<file path="config.mk">
export PLATFORM = sky130hd
export DESIGN_NAME = mem_ctrl
export DESIGN_NICKNAME = d
export VERILOG_FILES = /design/src/rtl/mem_ctrl.sv
export SDC_FILE = /design/constraint.sdc
export NUM_CORES = 1
export LEC_CHECK = 0
export CAP_MARGIN = 20
export CELL_PAD_IN_SITES_DETAIL_PLACEMENT = 2
export CELL_PAD_IN_SITES_GLOBAL_PLACEMENT = 2
export CORE_AREA = 2 2 208 159
export CTS_BUF_LIST = sky130_fd_sc_hd__clkbuf_4
export DETAILED_ROUTE_END_ITERATION = 8
export DIE_AREA = 0 0 210 161
export PLACE_DENSITY_LB_ADDON = 0.1
export SKIP_CTS_REPAIR_TIMING = 1
export SLEW_MARGIN = 40
export SYNTH_ARGS = -nofsm -noshare
export SYNTH_HDL_FRONTEND = slang
export SYNTH_SLANG_ARGS = --single-unit
</file>
<file path="constraint.sdc">
create_clock -name clk_in -period 2.7 [get_ports clk_in]
set_clock_uncertainty 0.15 [all_clocks]
set_input_delay 0.54 -clock clk_in [delete_from_list [all_inputs] [get_ports clk_in]]
set_output_delay 0.54 -clock clk_in [all_outputs]
set_load 0.03 [all_outputs]
</file>
<file path="src/rtl/mem_ctrl.sv">
// mem_ctrl: memory controller between the pipeline and the byte-wide unified
// RAM/IO bus. Arbitrates IF fetches against MEM-stage loads/stores (store wins
// over load, load wins over fetch), serialises each 1/2/4-byte access into
// per-byte bus cycles and returns the assembled little-endian word.
//
// Ports:
//   clk_in, rst_in       clock, synchronous active-high reset
//   rdy_in               0 freezes every register and forces mem_wr low
//   if_req_in/if_addr_in fetch request (held until if_done_out) and address
//   inst_out/if_done_out fetched word and its one-cycle completion pulse
//   read_req_in/write_req_in/mem_addr_in/mem_val_in/store_len_in
//                        MEM-stage load/store request, address, data, size
//   mem_val_read_out/mem_done_out  load word and one-cycle completion pulse
//   memctrl_busy_out     00 idle, 01 fetch, 10 MEM read, 11 MEM write
//   mem_din/mem_dout/mem_a/mem_wr  byte-wide RAM bus (read data arrives one
//                        cycle after its address)
//
// Build option: MEMCTRL_IO_STALL_EN adds io_buffer_full_in; a write to the IO
// window (mem_a[17:16]==2'b11) waits while the IO buffer reports full.

module mem_ctrl #(
  parameter int ADDR_W = 32
) (
  input  logic              clk_in,
  input  logic              rst_in,
  input  logic              rdy_in,
  input  logic              if_req_in,
  input  logic [ADDR_W-1:0] if_addr_in,
  output logic [31:0]       inst_out,
  output logic              if_done_out,
  input  logic              read_req_in,
  input  logic              write_req_in,
  input  logic [ADDR_W-1:0] mem_addr_in,
  input  logic [31:0]       mem_val_in,
  input  logic [2:0]        store_len_in,
  output logic [31:0]       mem_val_read_out,
  output logic              mem_done_out,
  output logic [1:0]        memctrl_busy_out,
`ifdef MEMCTRL_IO_STALL_EN
  input  logic              io_buffer_full_in,
`endif
  input  logic [7:0]        mem_din,
  output logic [7:0]        mem_dout,
  output logic [ADDR_W-1:0] mem_a,
  output logic              mem_wr
);

  typedef enum logic [1:0] {
    IDLE   = 2'b00,
    IF_RD  = 2'b01,
    MEM_RD = 2'b10,
    MEM_WR = 2'b11
  } state_t;

  state_t            state, state_n;
  logic [2:0]        cnt, cnt_n;
  logic [2:0]        len, len_n;
  logic [ADDR_W-1:0] addr, addr_n;
  logic [31:0]       wval, wval_n;
  logic [23:0]       rbuf, rbuf_n;
  logic [31:0]       inst_q, inst_n;
  logic [31:0]       mem_val_q, mem_val_n;
  logic              if_done_q, if_done_n;
  logic              mem_done_q, mem_done_n;

  logic [ADDR_W-1:0] byte_addr;
  logic [ADDR_W-1:0] a_c;
  logic [7:0]        dout_c;
  logic              wr_c;
  logic              stall;

  // Current byte address; natural modulo-2^ADDR_W wrap.
  assign byte_addr = addr + {{(ADDR_W-3){1'b0}}, cnt};

`ifdef MEMCTRL_IO_STALL_EN
  assign stall = (state == MEM_WR) && (byte_addr[17:16] == 2'b11) && io_buffer_full_in;
`else
  assign stall = 1'b0;
`endif

  always_ff @(posedge clk_in) begin
    if (rst_in) begin
      state      <= IDLE;
      cnt        <= '0;
      len        <= '0;
      addr       <= '0;
      wval       <= '0;
      rbuf       <= '0;
      inst_q     <= '0;
      mem_val_q  <= '0;
      if_done_q  <= 1'b0;
      mem_done_q <= 1'b0;
    end else if (rdy_in) begin
      state      <= state_n;
      cnt        <= cnt_n;
      len        <= len_n;
      addr       <= addr_n;
      wval       <= wval_n;
      rbuf       <= rbuf_n;
      inst_q     <= inst_n;
      mem_val_q  <= mem_val_n;
      if_done_q  <= if_done_n;
      mem_done_q <= mem_done_n;
    end
  end

  always_comb begin
    state_n    = state;
    cnt_n      = cnt;
    len_n      = len;
    addr_n     = addr;
    wval_n     = wval;
    rbuf_n     = rbuf;
    inst_n     = inst_q;
    mem_val_n  = mem_val_q;
    if_done_n  = 1'b0;
    mem_done_n = 1'b0;
    a_c        = '0;
    dout_c     = 8'h00;
    wr_c       = 1'b0;

    case (state)
      IDLE: begin
        // The requester still holds its line during the done cycle, so
        // sampling is suppressed then to avoid serving it twice.
        if (!if_done_q && !mem_done_q) begin
          if (write_req_in) begin
            state_n = MEM_WR;
            addr_n  = mem_addr_in;
            wval_n  = mem_val_in;
            len_n   = store_len_in + 3'd1;
            cnt_n   = 3'd0;
          end else if (read_req_in) begin
            state_n = MEM_RD;
            addr_n  = mem_addr_in;
            len_n   = 3'd4;
            cnt_n   = 3'd0;
          end else if (if_req_in) begin
            state_n = IF_RD;
            addr_n  = if_addr_in;
            len_n   = 3'd4;
            cnt_n   = 3'd0;
          end
        end
      end

      IF_RD, MEM_RD: begin
        if (cnt < len) begin
          a_c = byte_addr;
        end
        // RAM data lags the address by one cycle, so byte cnt-1 arrives now.
        case (cnt)
          3'd1:    rbuf_n[7:0]   = mem_din;
          3'd2:    rbuf_n[15:8]  = mem_din;
          3'd3:    rbuf_n[23:16] = mem_din;
          default: ;
        endcase
        if (cnt == len) begin
          state_n = IDLE;
          cnt_n   = 3'd0;
          if (state == IF_RD) begin
            inst_n    = {mem_din, rbuf};
            if_done_n = 1'b1;
          end else begin
            mem_val_n  = {mem_din, rbuf};
            mem_done_n = 1'b1;
          end
        end else begin
          cnt_n = cnt + 3'd1;
        end
      end

      MEM_WR: begin
        a_c = byte_addr;
        case (cnt[1:0])
          2'd0:    dout_c = wval[7:0];
          2'd1:    dout_c = wval[15:8];
          2'd2:    dout_c = wval[23:16];
          default: dout_c = wval[31:24];
        endcase
        wr_c = !stall;
        if (!stall) begin
          if (cnt == len - 3'd1) begin
            state_n    = IDLE;
            cnt_n      = 3'd0;
            mem_done_n = 1'b1;
          end else begin
            cnt_n = cnt + 3'd1;
          end
        end
      end

      default: state_n = IDLE;
    endcase
  end

  assign mem_a            = a_c;
  assign mem_dout         = dout_c;
  assign mem_wr           = wr_c & rdy_in;
  assign memctrl_busy_out = state;
  assign inst_out         = inst_q;
  assign if_done_out      = if_done_q;
  assign mem_val_read_out = mem_val_q;
  assign mem_done_out     = mem_done_q;

endmodule

</file>
==> impl_metrics.ini <==
[status]
status = finished with violations
violations = negative setup slack

[pwr]
pwr_density_cell_nw_per_um2 = 616.0
leakage_nw = 4.084
ir_worst_vdd_mv = 0.3369
finalPower_mw = 7.250

[yosys]
netlist_area_um2 = 7518
synth_warnings = 0
synth_cell_types = 50
synthTopCellsByArea = dfxtp_1, nand2_1, a21oi_1
async_reset_ff_frac = 0
ys_seq_area_frac = 0.4314
ys.flop_type = dfxtp_1
synth_top_area_share = 0.4314
yosysTopAreaCell = dfxtp_1
synth_fp_nets = 1111
syn_area_per_cell_um2 = 7.680
syn_inst = 979
synth_edf_count = 0
ys_ff_latch = 162

[routing]
drtPass1Iterations = 4
first_iter_violations = 359
drc = 0
finalWirelength_um = 32610
ant_nets = 0
post_drt_wl_per_cell_um = 19.64
drt-vias-per-instance = 4.818
vias = 8002

[sta]
fin_ws_ps = -723.9
slew_headroom = 0.6954
setup_violations = 40
max_freq_mhz = 292.1
rsz0062_at_grt = yes
finalHoldViolations = 0
drv_slew = 0
tns_ps = -18450
tightest_slew_ps = 453.0
min_period_ps = 3424
finalCritPeriodShare = 1.268

[clock_tree]
cts_tree = built
cts-root-buf = clkbuf_4
cts.sinks = 162
clk_pin_slew_ps = 130
clk-insertion-delay-late_ps = 600
htreeDepth = 4
cts_made_buffers = 17
clockBufferDepth = 2

[worst_setup_path]
crit_path_top_delay_cell = or4_1
r2r_cells = 9
cp.depth = 9
crit_family = simple AND/OR/NAND/NOR gates
max_stage_delay_ps = 550
cp_max_fo = 5
critPathBufInv = 3
arrival_ps = 2730
start_kind = flop
worstSetupEndpoint = mem_a[16]
r2r_end = mem_val_read_out[31]$_SDFFE_PP0P_
r2r_start = cnt[0]$_SDFFE_PP0P_
endpoint_kind = primary output
path_cells = ha_4, inv_2, fa_2, nor2b_4, buf_12, o21ai_4, or4_1, a21oi_2, buf_6
reg2reg_slack_ps = 420
crit_required_ps = 2010
crit_start = cnt[0]$_SDFFE_PP0P_
critPathKind = reg -> out

[place]
place_congestion = 0.7535
port_buffers = 221
dp_slack_ps = -164.3
dp_hpwl_um = 22470

[finish]
final_nets = 1366
drive_gt1_frac = 0.2053
area_growth_pct = 56.53

[floorplan]
die_y_um = 161
rows = 57
core_um2 = 31880
die_width_um = 210
top_level_ports = 222
dieArea_um2 = 33810
start_util = 0.2358

[global_route]
grt_pass1_wl_um = 48260
grt_pass1_vias = 8153
antenna_found_initial = 1
grt_use_total = 0.1846
overflow = 0
grt_max_degree = 86

[job]
max-cap-violations = 0

[worst_hold_path]
hp-class = in -> reg
## report_power, final
| part | total, mW | internal [mW] | switching (mW) |
|---|---|---|---|
| Combinational | 2.72 | 1.15 | 1.57 |
| Clock | 1.65 | 0.653 | 1.00 |
| Sequential | 2.87 | 2.66 | 0.212 |
| Total | 7.25 | 4.47 | 2.78 |
## cell type report
cell class	instances	area [µm²]
Antenna cell	1	2.502
Timing Repair Buffer	311	3182
Fill cell	3536	20110
Tap cell	413	516.7
Inverter	16	60.06
Sequential cell	162	3259
Multi-Input combinational cell	726	4438
Clock inverter	15	182.7
Clock buffer	17	127.6
## worst min path at each step
stage                                              endpoint                         startpoint  cells past startpoint
after floorplan                        wval[0]$_SDFFE_PP0P_               wval[0]$_SDFFE_PP0P_                      2
after global placement    mem_val_read_out[14]$_SDFFE_PP0P_  mem_val_read_out[14]$_SDFFE_PP0P_                      2
after detailed placement           inst_out[7]$_SDFFE_PP0P_           inst_out[7]$_SDFFE_PP0P_                      2
after global routing                    len[2]$_SDFFE_PP0P_                             rst_in                      2
final                                 rbuf[22]$_SDFFE_PP0P_                             rst_in                      2
after CTS                             rbuf[22]$_SDFFE_PP0P_                             rst_in                      2
## flip-flops by register name, indices dropped and copies added, names as in the netlist
name / cells
addr: 32
memctrl_busy_out: 2
mem_done_out: 1
if_done_out: 1
inst_out: 32
mem_val_read_out: 32
rbuf: 24
len: 3
cnt: 3
wval: 32
## metrics by stage
step	cells	instance area, µm²	utilization	hold slack (ps)
after detailed placement	1607	10770	0.3378	299.8
after CTS	1639	11080	0.3476	145.8
after global routing	1661	11770	0.3692	168.1
final	1661	11770	0.3692	208.3
after global placement	1607	10770	0.3378	293.9
after floorplan	979	7735	-	285.7
## cell usage in the layout (no fill, tap or decap), types with 13 or more instances in the layout
cell | Yosys | final
o31ai_1 | 15 | 13
o21ai_0 | 44 | 36
buf_4 | 1 | 74
a311oi_1 | 33 | 33
nand2_1 | 280 | 279
nor2_1 | 56 | 48
buf_12 | 0 | 18
nand3_1 | 15 | 14
buf_6 | 2 | 31
a21oi_1 | 130 | 119
dfxtp_1 | 162 | 153
clkdlybuf4s50_1 | 0 | 179
clkbuf_4 | 0 | 17
## metal layers
metal | track usage | vias to the layer above | routed length [µm]
met4 | 0.02966 | 0 | 255
met5 | 0 | - | 0
met3 | 0.03208 | 20 | 1086
met2 | 0.2943 | 137 | 14690
li1 | - | 3900 | -
met1 | 0.2653 | 3945 | 16580
## cells in the mapped netlist (2+ instances only)
cell,n
nand2_1,280
dfxtp_1,162
a21oi_1,130
clkbuf_1,66
nor2_1,56
o21ai_0,44
a311oi_1,33
ha_1,18
mux2i_1,17
inv_1,16
nand3_1,15
o31ai_1,15
and2_1,13
or4_1,12
nand4_1,9
a222oi_1,8
nand3b_1,6
nor2b_1,6
nor3_1,6
xnor2_1,6
and3_1,5
nor4_1,5
or3_1,5
xor2_1,5
and4_1,4
buf_1,4
a211oi_1,3
o211ai_1,3
buf_2,2
buf_6,2
nand2b_1,2
nor3b_1,2
nor4b_1,2
## logic make-up after synthesis
family	synth area share
AND/OR/NAND/NOR	0.2554
AO/OA/AOI/OAI	0.1930
flip-flops	0.4314
buffers and inverters	0.04893
adder cells (fa/ha/maj)	0.03262
multiplexers	0.02263
XOR/XNOR	0.01598
Power figures use the tool's default switching activity.
